### src/rtl/cdc_sync_pkg.sv
// Shared limits and types for the multi-bit level synchroniser / glitch filter.
package cdc_sync_pkg;

    localparam int STAGES_MIN     = 2;
    localparam int STAGES_MAX     = 4;
    localparam int FILTER_LEN_MAX = 255;
    localparam int GLITCH_CNT_W   = 16;

    typedef logic [GLITCH_CNT_W-1:0] glitch_cnt_t;

endpackage

### src/rtl/sync_bit_filter.sv
// One bit: flop synchroniser chain, optional stability filter and registered
// rise/fall pulses aligned with the first cycle sync_out shows a new level.
module sync_bit_filter #(
    parameter int   STAGES     = 2,
    parameter int   FILTER_LEN = 0,
    parameter logic RESET_VAL  = 1'b0
) (
    input  logic clk_rcv,
    input  logic reset,
    input  logic data_in,
    output logic sync_out,
    output logic rise_pulse,
    output logic fall_pulse,
    output logic edge_next,
    output logic glitch
);

    logic [STAGES-1:0] r_chain;
    logic              w_raw;
    logic              w_sync_next;

    always_ff @(posedge clk_rcv or posedge reset) begin
        if (reset) begin
            r_chain <= {STAGES{RESET_VAL}};
        end else begin
            r_chain <= {r_chain[STAGES-2:0], data_in};
        end
    end

    assign w_raw = r_chain[STAGES-1];

    generate
        if (FILTER_LEN == 0) begin : g_bypass
            // The stage feeding raw is next cycle's sync_out, so pulses can be registered.
            assign w_sync_next = r_chain[STAGES-2];
            assign sync_out    = w_raw;
            assign glitch      = 1'b0;
        end else begin : g_filter
            localparam logic [7:0] CNT_TC = 8'(FILTER_LEN - 1);

            logic [7:0] r_cnt;
            logic       r_sync;

            always_ff @(posedge clk_rcv or posedge reset) begin
                if (reset) begin
                    r_cnt  <= 8'd0;
                    r_sync <= RESET_VAL;
                end else if (w_raw == r_sync) begin
                    r_cnt <= 8'd0;
                end else if (r_cnt == CNT_TC) begin
                    r_sync <= w_raw;
                    r_cnt  <= 8'd0;
                end else begin
                    r_cnt <= r_cnt + 8'd1;
                end
            end

            assign w_sync_next = ((w_raw != r_sync) && (r_cnt == CNT_TC)) ? w_raw : r_sync;
            assign sync_out    = r_sync;
            // Raw fell back to the accepted level before the count completed.
            assign glitch      = (w_raw == r_sync) && (r_cnt != 8'd0);
        end
    endgenerate

    always_ff @(posedge clk_rcv or posedge reset) begin
        if (reset) begin
            rise_pulse <= 1'b0;
            fall_pulse <= 1'b0;
        end else begin
            rise_pulse <= w_sync_next & ~sync_out;
            fall_pulse <= ~w_sync_next & sync_out;
        end
    end

    assign edge_next = w_sync_next ^ sync_out;

endmodule

### src/rtl/cdc_sync_filter.sv
// DATA_WIDTH independent level synchronisers with optional per-bit stability
// filtering, edge pulses and a saturating count of glitch-reject cycles.
module cdc_sync_filter
    import cdc_sync_pkg::*;
#(
    parameter int                    DATA_WIDTH = 8,
    parameter int                    STAGES     = 2,
    parameter int                    FILTER_LEN = 0,
    parameter logic [DATA_WIDTH-1:0] RESET_VAL  = '0
) (
    input  logic                    clk_rcv,
    input  logic                    reset,
    input  logic [DATA_WIDTH-1:0]   data_in,
    output logic [DATA_WIDTH-1:0]   sync_out,
    output logic [DATA_WIDTH-1:0]   rise_pulse,
    output logic [DATA_WIDTH-1:0]   fall_pulse,
    output logic                    change,
    output logic [GLITCH_CNT_W-1:0] glitch_cnt
);

    generate
        if (STAGES < STAGES_MIN || STAGES > STAGES_MAX) begin : g_bad_stages
            $error("cdc_sync_filter: STAGES must be within 2..4");
        end
        if (FILTER_LEN < 0 || FILTER_LEN > FILTER_LEN_MAX) begin : g_bad_filter
            $error("cdc_sync_filter: FILTER_LEN must be within 0..255");
        end
    endgenerate

    logic [DATA_WIDTH-1:0] w_edge_next;
    logic [DATA_WIDTH-1:0] w_glitch;
    logic                  r_change;
    glitch_cnt_t           r_glitch_cnt;

    generate
        for (genvar i = 0; i < DATA_WIDTH; i++) begin : g_bit
            sync_bit_filter #(
                .STAGES     (STAGES),
                .FILTER_LEN (FILTER_LEN),
                .RESET_VAL  (RESET_VAL[i])
            ) u_bit (
                .clk_rcv    (clk_rcv),
                .reset      (reset),
                .data_in    (data_in[i]),
                .sync_out   (sync_out[i]),
                .rise_pulse (rise_pulse[i]),
                .fall_pulse (fall_pulse[i]),
                .edge_next  (w_edge_next[i]),
                .glitch     (w_glitch[i])
            );
        end
    endgenerate

    // One increment per cycle no matter how many bits rejected a glitch.
    always_ff @(posedge clk_rcv or posedge reset) begin
        if (reset) begin
            r_change     <= 1'b0;
            r_glitch_cnt <= '0;
        end else begin
            r_change <= |w_edge_next;
            if ((|w_glitch) && (r_glitch_cnt != '1)) begin
                r_glitch_cnt <= r_glitch_cnt + glitch_cnt_t'(1);
            end
        end
    end

    assign change     = r_change;
    assign glitch_cnt = r_glitch_cnt;

endmodule

### config.mk
export PLATFORM = sky130hd
export DESIGN_NAME = cdc_sync_filter
export DESIGN_NICKNAME = d
export VERILOG_FILES = /design/src/rtl/cdc_sync_pkg.sv /design/src/rtl/sync_bit_filter.sv /design/src/rtl/cdc_sync_filter.sv
export SDC_FILE = /design/constraint.sdc
export NUM_CORES = 1
export LEC_CHECK = 0
export CELL_PAD_IN_SITES_DETAIL_PLACEMENT = 0
export CELL_PAD_IN_SITES_GLOBAL_PLACEMENT = 2
export CORE_ASPECT_RATIO = 0.9
export CORE_MARGIN = 1
export CORE_UTILIZATION = 36
export CTS_BUF_LIST = sky130_fd_sc_hd__clkbuf_4
export DETAILED_ROUTE_END_ITERATION = 12
export GPL_TIMING_DRIVEN = 0
export MAX_ROUTING_LAYER = met4
export PLACE_DENSITY_LB_ADDON = 0.1
export REMOVE_ABC_BUFFERS = 1
export SYNTH_ARGS = -nofsm -noshare
export SYNTH_HDL_FRONTEND = slang
export SYNTH_HIERARCHICAL = 1
export SYNTH_SLANG_ARGS = --single-unit
### constraint.sdc
create_clock -name clk_rcv -period 3.37 [get_ports clk_rcv]
set_input_delay 0.674 -clock clk_rcv [delete_from_list [all_inputs] [get_ports clk_rcv]]
set_output_delay 0.674 -clock clk_rcv [all_outputs]
set_load 0.01 [all_outputs]
==> impl_metrics.toml <==
[run_status]
status = "complete, no violations"

[job]
drv_cap = 0

[grt]
track_usage_pct = 14.9
antenna_found_initial = 0
grt_pass1_wl_um = 6430
grt_pass1_vias = 1386
grt_max_degree = 18
overflow = 0

[worst_setup_path]
cp-endpoint = "glitch_cnt[2]"
cp_slowest_stage_delay_ns = 0.59
cp-end-kind = "output port"
crit_cells = 1
critPathLaunchType = "register"
crit_buf_inv = 1
ff2ff_setup_slack_ns = 2.11
worst_ep_arrival_time_ns = 1.45
rr_worst_depth = 5
critPathRequiredTime_ns = 2.70
crit_family = "buffers and inverters"
crit_path_max_fanout = 7
criticalPathCategory = "register to output port"
cpMaxStageDelayCell = "clkdlybuf4s50_1"
rr_startpoint = "g_bit[1].u_bit/r_chain[1]"
startpoint = "glitch_cnt[2]"
critical_path.cell_chain = "clkdlybuf4s50_1"
reg2reg_to = "change"

[floorplan]
coreArea_um2 = 5660
die_w_um = 82.5
start_util_pct = 37.1
row_count = 26
die_h_um = 74.5
die-area_um2 = 6150
ioPinCount = 51

[cts]
htree_num_levels = 2
cts_tree = "done"
ctsResizeCount = 0
cts-root-buf = "clkbuf_4"
holdBufCountCts = 0
numCtsBuffers = 5
insertion_delay_ns = 0.35
clk_pin_slew_ns = 0.14
clockBufferDepth = 2
cts_setup_buffers = 0
numClockSinks = 49

[route]
vias = 1324
drc = 0
post_drt_via_cell_ratio = 4.47
routed_wl_um = 3860
drt-wirelength-per-cell_um = 13.1
first_pass_iters = 4
dr.first_iter.drc_count = 77
ant_nets = 0

[min_path]
whs_path_depth = 0
min_path_type = "register to register"

[cells_and_area]
layout.nets = 253
finalInstanceArea_um2 = 2700
multi_input_area_um2 = 686
finish.utilization_pct = 47.6
syn_to_final_growth_pct = 28.4
regArea_um2 = 1230
antennaDiodeCount = 0
drive_gt1_share_pct = 5.75
fin_cells = 296
n_fill_cell = 522

[sta]
setup_ws_ns = 1.24
setup_viol = 0
finalSetupTns_ns = 0
rsz0062_at_grt = "no"
hold_viol = 0
fmax_mhz = 470
finalCriticalPeriod_ns = 2.13
worst_pin_slew_ns = 0.717
hold_ws_ns = 0.423
fin_skew_ns = 0.0103
slew_headroom_pct = 52.1
report.final.slew_viol_count = 0
fin_crit_sh_pct = 63.1

[placement]
gp_congestion = 0.817
post_dp_cell_area_um2 = 2620
port_buffers = 50
place_hpwl_um = 2840
place_inst = 289
pre_cts_slack_ns = 1.41

[synthesis]
yosysWarningCount = 6
synthCells = 178
syn_avg_cell_area_um2 = 11.8
synthTopCellsByArea = "dfrtp_1 (58%), ha_1 (10%), inv_1 (5.9%)"
ys_types = 32
synth_edf_count = 0
synth_seq_area_share_pct = 58.4
syn_area_um2 = 2100
synth-seq-cells = 49
synth_largest_type_area_fraction_pct = 58.4
synth_largest_area_cell = "dfrtp_1"
async_reset_ff_share_pct = 100
ys.flop_type = "dfrtp_1"

[power]
ir_drop_v = 0.000268
power.density_nw_per_um2 = 527
leakagePower_nw = 1.29
p_total_mw = 1.42
metal layers:
layer | vias to the layer above | share of wire, % | GRT usage, %
li1 | 643 | - | -
met1 | 645 | 47 | 18.3
met2 | 32 | 47 | 23.6
met3 | 4 | 4.3 | 3.44
met4 | 0 | 1.2 | 5.94
met5 | - | 0 | -
sequential cells by signal, summed over array words and instances (netlist names):
signal                  flops
g_bit.u_bit/rise_pulse      8
change                      1
g_bit.u_bit/fall_pulse      8
glitch_cnt                 16
g_bit.u_bit/r_chain        16
cells by family (layout without fill, tap and decap cells):
| kind of cell | after synthesis | after routing | synth area share (%) |
|---|---|---|---|
| flip-flops | 49 | 49 | 58.4 |
| buffers and inverters | 42 | 90 | 8.99 |
| AO/OA/AOI/OAI | 5 | 5 | 1.79 |
| other | 8 | 8 | 1.43 |
| XOR/XNOR | 10 | 10 | 4.17 |
| adder cells (fa/ha/maj) | 17 | 17 | 10.1 |
| AND/OR/NAND/NOR | 43 | 43 | 12.8 |
| multiplexers | 4 | 4 | 2.32 |
power by group:
part	leakage [nW]	internal [mW]	switching [mW]
registers	0.599	0.664	0.106
logic	0.654	0.191	0.134
clock network	0.0410	0.151	0.174
total	1.29	1.01	0.414
synth_stat cells, types with 2 or more instances:
master   instances
dfrtp_1         49
inv_1           33
ha_1            17
nand3_1          9
buf_4            8
conb_1           8
nand2_1          7
xor2_1           7
nor4_1           6
nand4_1          5
nor3_1           3
xnor2_1          3
a31oi_1          2
mux2_1           2
nor2_1           2
cell usage in the layout (no fill, tap or decap), drive strengths merged, types with 2 or more instances in the layout:
master	count
inv	33
nand4	6
xor2	7
a31oi	2
clkdlybuf4s50	50
nor3	3
a211oi	2
mux2	4
xnor2	3
nor2	3
ha	17
conb	8
nand2	7
clkbuf	5
nor4	7
nand3	9
dfrtp	49
worst min path at each step:
stage,startpoint,endpoint
floorplan,g_bit[0].u_bit/r_chain[0],g_bit[0].u_bit/r_chain[1]
global placement,g_bit[0].u_bit/r_chain[0],g_bit[0].u_bit/r_chain[1]
detailed placement,g_bit[7].u_bit/r_chain[0],g_bit[7].u_bit/r_chain[1]
CTS,g_bit[5].u_bit/r_chain[0],g_bit[5].u_bit/r_chain[1]
global route,g_bit[0].u_bit/r_chain[0],g_bit[0].u_bit/r_chain[1]
finish,g_bit[5].u_bit/r_chain[0],g_bit[5].u_bit/r_chain[1]
final cells by class:
cell class	instances	share of cell area [%]
clock buffers	5	1.39
clock inverters	2	1.30
inverters	33	4.59
multi-input cells	87	25.4
flip-flops and latches	49	45.5
well taps	70	3.25
repair buffers	50	18.6
No activity file was read; power rests on OpenSTA's default activity.
